[src/rtl/load_store_unit_if.sv]
`default_nettype none
// ============================================================================
// Module      : load_store_unit_if
// Description : Request/response and data-memory bus between the execute
//               stage, the load/store unit and the word-addressed memory.
//               "slave" is the load/store unit's view; "master" is the
//               environment's view (execute stage plus memory).
// Revision    : 1.0 - initial release
// ============================================================================
interface load_store_unit_if;
  logic        req_valid;
  logic        req_ready;
  logic        req_write;
  logic [2:0]  req_funct3;
  logic [31:0] req_addr;
  logic [31:0] req_wdata;
  logic        resp_valid;
  logic [31:0] resp_rdata;
  logic        resp_err;
  logic [31:0] mem_addr;
  logic [31:0] mem_data;
  logic        mem_read;
  logic        mem_write;
  logic [31:0] mem_data_out;

  modport slave (
    input  req_valid, req_write, req_funct3, req_addr, req_wdata, mem_data_out,
    output req_ready, resp_valid, resp_rdata, resp_err,
    output mem_addr, mem_data, mem_read, mem_write
  );

  modport master (
    output req_valid, req_write, req_funct3, req_addr, req_wdata, mem_data_out,
    input  req_ready, resp_valid, resp_rdata, resp_err,
    input  mem_addr, mem_data, mem_read, mem_write
  );
endinterface
`default_nettype wire

[src/rtl/load_store_unit.sv]
`default_nettype none
// ============================================================================
// Module      : load_store_unit
// Description : Translates RV32I load/store requests into accesses of a
//               word-only data memory: lane select + sign/zero extension for
//               sub-word loads, read-modify-write for sub-word stores.
//               Optional macro MISALIGN_TRAP_EN: misaligned halfword/word
//               accesses complete with resp_err instead of touching memory.
// Revision    : 1.0 - initial release
// ============================================================================
module load_store_unit #(
  parameter int MEM_DEPTH_LOG2 = 10
) (
  input  logic               clk,
  input  logic               rst,
  load_store_unit_if.slave   bus
);

  localparam logic [2:0] S_IDLE    = 3'd0;
  localparam logic [2:0] S_LD_REQ  = 3'd1;
  localparam logic [2:0] S_LD_WAIT = 3'd2;
  localparam logic [2:0] S_ST_RD   = 3'd3;
  localparam logic [2:0] S_ST_MRG  = 3'd4;
  localparam logic [2:0] S_ST_WR   = 3'd5;
  localparam logic [2:0] S_RESP    = 3'd6;

  logic [2:0]                  state_q, state_d;
  logic                        write_q;
  logic [2:0]                  f3_q;
  logic [MEM_DEPTH_LOG2+1:0]   addr_q;
  logic [31:0]                 wdata_q;
  logic [31:0]                 wbuf_q;
  logic [31:0]                 rdata_q;
  logic                        err_q;

  logic        accept;
  logic        req_illegal;
  logic        req_misalign;
  logic        req_err;
  logic [7:0]  ld_byte;
  logic [15:0] ld_half;
  logic [31:0] ld_ext;
  logic [31:0] st_merge;
  logic        unused_addr_hi;

  // Address bits above the memory depth wrap and are deliberately dropped.
  assign unused_addr_hi = ^bus.req_addr[31:MEM_DEPTH_LOG2+2];

  assign bus.req_ready  = ~rst & (state_q == S_IDLE);
  assign accept         = bus.req_valid & bus.req_ready;
  assign bus.resp_valid = (state_q == S_RESP);
  assign bus.resp_rdata = rdata_q;
  assign bus.resp_err   = err_q;

  // Classify the request at the port: illegal encoding or trapped misalignment.
  always_comb begin
    // Store funct3 011 has no RV32I store behind it, so it is rejected too.
    if (bus.req_write)
      req_illegal = bus.req_funct3[2] | (bus.req_funct3[1:0] == 2'b11);
    else
      req_illegal = (bus.req_funct3[1:0] == 2'b11) | (bus.req_funct3 == 3'b110);
`ifdef MISALIGN_TRAP_EN
    req_misalign = ((bus.req_funct3[1:0] == 2'b01) & bus.req_addr[0]) |
                   ((bus.req_funct3[1:0] == 2'b10) & (bus.req_addr[1:0] != 2'b00));
`else
    req_misalign = 1'b0;
`endif
    req_err = req_illegal | req_misalign;
  end

  // Next-state sequencing of the load, store and error paths.
  always_comb begin
    state_d = state_q;
    case (state_q)
      S_IDLE: begin
        if (accept) begin
          if (req_err)                           state_d = S_RESP;
          else if (!bus.req_write)               state_d = S_LD_REQ;
          else if (bus.req_funct3[1:0] == 2'b10) state_d = S_ST_WR;
          else                                   state_d = S_ST_RD;
        end
      end
      S_LD_REQ:  state_d = S_LD_WAIT;
      S_LD_WAIT: state_d = S_RESP;
      S_ST_RD:   state_d = S_ST_MRG;
      S_ST_MRG:  state_d = S_ST_WR;
      S_ST_WR:   state_d = S_RESP;
      S_RESP:    state_d = S_IDLE;
      default:   state_d = S_IDLE;
    endcase
  end

  // Lane extraction for loads and lane insertion for sub-word stores.
  always_comb begin
    ld_byte = bus.mem_data_out[8*addr_q[1:0] +: 8];
    ld_half = addr_q[1] ? bus.mem_data_out[31:16] : bus.mem_data_out[15:0];
    case (f3_q[1:0])
      2'b00:   ld_ext = {{24{~f3_q[2] & ld_byte[7]}}, ld_byte};
      2'b01:   ld_ext = {{16{~f3_q[2] & ld_half[15]}}, ld_half};
      default: ld_ext = bus.mem_data_out;
    endcase
    st_merge = bus.mem_data_out;
    if (f3_q[1:0] == 2'b00)
      st_merge[8*addr_q[1:0] +: 8] = wdata_q[7:0];
    else if (addr_q[1])
      st_merge[31:16] = wdata_q[15:0];
    else
      st_merge[15:0] = wdata_q[15:0];
  end

  // Memory strobes follow the state; they fall as soon as rst rises.
  always_comb begin
    bus.mem_read  = ~rst & ((state_q == S_LD_REQ) | (state_q == S_ST_RD));
    bus.mem_write = ~rst & (state_q == S_ST_WR);
    bus.mem_addr  = 32'd0;
    bus.mem_data  = 32'd0;
    if ((state_q == S_LD_REQ) | (state_q == S_ST_RD) | (state_q == S_ST_WR))
      bus.mem_addr = {{(30-MEM_DEPTH_LOG2){1'b0}}, addr_q[MEM_DEPTH_LOG2+1:2]};
    if (state_q == S_ST_WR)
      bus.mem_data = (f3_q[1:0] == 2'b10) ? wdata_q : wbuf_q;
  end

  // State register.
  always_ff @(posedge clk or posedge rst) begin
    if (rst) state_q <= S_IDLE;
    else     state_q <= state_d;
  end

  // Request latch, merge buffer and registered response fields.
  always_ff @(posedge clk or posedge rst) begin
    if (rst) begin
      write_q <= 1'b0;
      f3_q    <= 3'd0;
      addr_q  <= '0;
      wdata_q <= 32'd0;
      wbuf_q  <= 32'd0;
      rdata_q <= 32'd0;
      err_q   <= 1'b0;
    end else begin
      if (accept) begin
        write_q <= bus.req_write;
        f3_q    <= bus.req_funct3;
        addr_q  <= bus.req_addr[MEM_DEPTH_LOG2+1:0];
        wdata_q <= bus.req_wdata;
        err_q   <= req_err;
        if (req_err) rdata_q <= 32'd0;
      end
      if (state_q == S_LD_WAIT) rdata_q <= ld_ext;
      if (state_q == S_ST_MRG)  wbuf_q  <= st_merge;
      if (state_q == S_ST_WR)   rdata_q <= 32'd0;
    end
  end

endmodule
`default_nettype wire

[src/flat_wrapper.sv]
// flat-port wrapper written by rule: the top's interface ports become plain ports
module load_store_unit_flat 
#(
  parameter int MEM_DEPTH_LOG2 = 10
)
  (clk, rst, bus_req_valid, bus_req_write, bus_req_funct3, bus_req_addr, bus_req_wdata, bus_mem_data_out, bus_req_ready, bus_resp_valid, bus_resp_rdata, bus_resp_err, bus_mem_addr, bus_mem_data, bus_mem_read, bus_mem_write);
  load_store_unit_if bus_i ();
  input  logic clk;
  input  logic rst;
  input wire logic [$bits(bus_i.req_valid)-1:0] bus_req_valid;
  input wire logic [$bits(bus_i.req_write)-1:0] bus_req_write;
  input wire logic [$bits(bus_i.req_funct3)-1:0] bus_req_funct3;
  input wire logic [$bits(bus_i.req_addr)-1:0] bus_req_addr;
  input wire logic [$bits(bus_i.req_wdata)-1:0] bus_req_wdata;
  input wire logic [$bits(bus_i.mem_data_out)-1:0] bus_mem_data_out;
  output wire logic [$bits(bus_i.req_ready)-1:0] bus_req_ready;
  output wire logic [$bits(bus_i.resp_valid)-1:0] bus_resp_valid;
  output wire logic [$bits(bus_i.resp_rdata)-1:0] bus_resp_rdata;
  output wire logic [$bits(bus_i.resp_err)-1:0] bus_resp_err;
  output wire logic [$bits(bus_i.mem_addr)-1:0] bus_mem_addr;
  output wire logic [$bits(bus_i.mem_data)-1:0] bus_mem_data;
  output wire logic [$bits(bus_i.mem_read)-1:0] bus_mem_read;
  output wire logic [$bits(bus_i.mem_write)-1:0] bus_mem_write;
  assign bus_i.req_valid = bus_req_valid;
  assign bus_i.req_write = bus_req_write;
  assign bus_i.req_funct3 = bus_req_funct3;
  assign bus_i.req_addr = bus_req_addr;
  assign bus_i.req_wdata = bus_req_wdata;
  assign bus_i.mem_data_out = bus_mem_data_out;
  assign bus_req_ready = bus_i.req_ready;
  assign bus_resp_valid = bus_i.resp_valid;
  assign bus_resp_rdata = bus_i.resp_rdata;
  assign bus_resp_err = bus_i.resp_err;
  assign bus_mem_addr = bus_i.mem_addr;
  assign bus_mem_data = bus_i.mem_data;
  assign bus_mem_read = bus_i.mem_read;
  assign bus_mem_write = bus_i.mem_write;
  load_store_unit #(.MEM_DEPTH_LOG2(MEM_DEPTH_LOG2)) u_core (.clk(clk), .rst(rst), .bus(bus_i));
endmodule
[config.mk]
export PLATFORM = sky130hd
export DESIGN_NAME = load_store_unit_flat
export DESIGN_NICKNAME = d
export VERILOG_FILES = /design/src/rtl/load_store_unit_if.sv /design/src/rtl/load_store_unit.sv /design/src/flat_wrapper.sv
export SDC_FILE = /design/constraint.sdc
export NUM_CORES = 1
export LEC_CHECK = 0
export ABC_CLOCK_PERIOD_IN_PS = 4300
export CAP_MARGIN = 25
export CORE_MARGIN = 2
export CORE_UTILIZATION = 47
export DETAILED_ROUTE_END_ITERATION = 12
export PLACE_DENSITY = 0.89
export SETUP_SLACK_MARGIN = 0.15
export SYNTH_ARGS = -nofsm -noshare
export SYNTH_HDL_FRONTEND = slang
export SYNTH_SLANG_ARGS = --single-unit
export TNS_END_PERCENT = 100
[constraint.sdc]
create_clock -name clk -period 4.3 [get_ports clk]
set_input_delay 0.645 -clock clk [delete_from_list [all_inputs] [get_ports clk]]
set_output_delay 0.645 -clock clk [all_outputs]
set_load 0.02 [all_outputs]
==> results_dict.tcl <==
set metrics [dict create \
    status "finished clean" \
    vias 5561 \
    hold_end "u_core.wbuf_q[0]$_DFFE_PP0N_" \
    h-tree-depth 4 \
    peakVddDrop_mv 0.4314 \
    antenna_found_initial 1 \
    cts_sinks 115 \
    reg2reg_to "u_core.bus.resp_rdata[27]$_DFFE_PP0P_" \
    reg2reg_from "u_core.state_q[0]$_DFFE_PP0P_" \
    cts_resized 0 \
    die-area_sq_um 14230 \
    floorplan.rows 42 \
    p_leak_nw 3.681 \
    drive_above_1_share 0.1436 \
    grt_pass1_wl_microns 28510 \
    reg2reg_depth 3 \
    power_w 0.006373 \
    synth_seq_cells 115 \
    fmax_mhz 270.9 \
    holdCritStartpoint "u_core.wbuf_q[0]$_DFFE_PP0N_" \
    yosys-top-cells-area "dfrtp_1 (46%), mux2_2 (8.5%), nand2_1 (5.8%), mux2i_1 (4.3%), a21oi_1 (3.0%)" \
    fin_area_sq_um 8479 \
    wl_per_cell_microns 19.42 \
    cts-hold-fix-buffers 0 \
    setup_ws_ps 608.3 \
    synth-seq-area-share 0.4607 \
    drt_first_pass_iters 5 \
    ant_nets 0 \
    cts_setup_buffers 0 \
    clk_latency_ps 410 \
    drv_slew 0 \
    drc_errors 0 \
    clk_path_buf_depth 2 \
    yosys_warnings 0 \
    core_sq_um 13090 \
    hp-class "register to register" \
    die_h_microns 119.3 \
    synthTopCellsByCount "dfrtp_1 (115), nand2_1 (96), mux2_2 (47), a21oi_1 (37), clkbuf_1 (35)" \
    grt_usage 0.2616 \
    setup_viol 0 \
    die_width_microns 119.3 \
    synth_top_area_share 0.4607 \
    endpoint_kind "output port" \
    synthMostInstantiatedCell "dfrtp_1" \
    syn2layout_area_growth_pct 35.76 \
    hold_viol_final 0 \
    final.min_clock_period_ps 3692 \
    grt_overflow 0 \
    avgSynthCellArea_sq_um 10.16 \
    tightest_slew_ps 945.4 \
    holdPathStages 2 \
    io_buffers 161 \
    syn_area_sq_um 6246 \
    cap_violations 0 \
    setup_tns_ps 0 \
    worstSetupPathType "register to output port" \
    place.gp.congestion 0.9241 \
    r2r_slack_ps 1540 \
    arrival_ps 3050 \
    synthFlopType "dfrtp_1" \
    grt_pass1_vias 5302 \
    cts_root_buffer "clkbuf_16" \
    dp_worst_setup_slack_ps 1046 \
    synth_edf_count 0 \
    fin_crit_sh 0.8585 \
    dp.final_hpwl_microns 13290 \
    worstPathRequired_ps 3650 \
    wl_microns 18430 \
    ys_types 51 \
    critPathMaxFanout 20 \
    start_kind "register" \
    relSlewSlack 0.3697 \
    cts_buffers 17 \
    boundaryPins 204 \
    via_per_inst 5.860 \
    skew_ps 6.389 \
    antenna_cells 0 \
    clkTransAtPathRegs_ps 50 \
    ys_async_sr_fraction 1.000 \
    fin_nets 869 \
    powerDensity_nw_per_um2 751.5 \
    cts_tree "done" \
    place_area_sq_um 7889 \
    synth_largest_area_cell "dfrtp_1" \
    grt_max_degree 61 \
    synthCells 615 \
    rsz0062_at_grt "false" \
    start_util 0.4773 \
    drt_iter0_drc 658 \
]
placed cells by master (no fill, tap or decap), drive strengths merged, types with 3 or more instances in the layout:
| master | n |
|---|---|
| inv | 15 |
| nor2b | 7 |
| a22oi | 23 |
| nand2b | 3 |
| clkdlybuf4s50 | 161 |
| and3 | 11 |
| nand3 | 3 |
| nand2 | 96 |
| mux2 | 47 |
| clkinv | 9 |
| a221o | 16 |
| a21o | 19 |
| o21ai | 26 |
| a21oi | 37 |
| o221ai | 7 |
| a211oi | 12 |
| ha | 5 |
| dfrtp | 115 |
| o21a | 6 |
| buf | 15 |
| nand3b | 6 |
| clkbuf | 20 |
| conb | 22 |
| o211ai | 8 |
| mux2i | 27 |
| nor2 | 7 |
| a221oi | 16 |
| a22o | 8 |
final cells by class:
class / count / area [sq um]
Tap cell: 176 / 220.2
Multi-Input combinational cell: 435 / 3018
Inverter: 15 / 58.81
Sequential cell: 115 / 2878
Clock inverter: 12 / 116.4
Timing Repair Buffer: 177 / 1755
Clock buffer: 19 / 432.9
Fill cell: 1026 / 4606
state kept, by name, indices dropped and copies added, names as in the netlist:
register and cells:
u_core.bus.resp_rdata 32, u_core.addr_q 12, u_core.wbuf_q 32, u_core.bus.resp_err 1, u_core.wdata_q 32, u_core.state_q 3, u_core.f3_q 3
where the power goes:
part	switching, W	internal [W]
sequential	0.000444	0.00159
combinational	0.00164	0.00138
clock	0.000477	0.000838
metal layers:
layer  vias up  GRT usage  part of all wire
met2       339     0.4091              0.47
met4         0    0.09673             0.030
met3        54    0.09148              0.11
met5         -          0                 0
li1       2516          -                 -
met1      2652     0.3354              0.39
how the worst max path moves through the flow:
stage / cells after the start / slack (ps) / endpoint / startpoint
4_1_cts: 4 / 550 / bus_mem_data[27] / u_core.state_q[0]$_DFFE_PP0P_
3_5_place_dp: 4 / 1050 / bus_mem_data[15] / u_core.state_q[0]$_DFFE_PP0P_
2_1_floorplan: 1 / 610 / u_core.addr_q[0]$_DFFE_PP0P_ / rst
3_3_place_gp: 4 / 1050 / bus_mem_data[15] / u_core.state_q[0]$_DFFE_PP0P_
6_report: 4 / 610 / bus_mem_data[27] / u_core.state_q[0]$_DFFE_PP0P_
5_1_grt: 4 / 380 / bus_mem_data[30] / u_core.state_q[0]$_DFFE_PP0P_
stage by stage:
stage	cells	utilization	hold slack [ps]
after floorplan	636	-	449.5
after global placement	915	0.6025	460.1
after detailed placement	916	0.6029	465.9
after CTS	947	0.6449	478.5
after global routing	949	0.6480	489.1
final	949	0.6480	478.4
kinds of logic (layout without fill, tap and decap cells):
logic type	after synthesis	after routing	share of synthesized area
AO/OA/AOI/OAI	187	187	0.2206
adder cells (fa/ha/maj)	5	5	0.01002
buffers and inverters	86	223	0.06951
flip-flops	115	115	0.4607
multiplexers	74	74	0.1280
other	1	22	0.0006004
AND/OR/NAND/NOR	147	147	0.1106
worst max-delay path, cell delays in order (launching register included):
cell and delay, ps:
dfrtp_1 660, nand3b_1 730, buf_4 450, a21oi_1 150, clkdlybuf4s50_1 640
(Power assumes the default switching activity.)
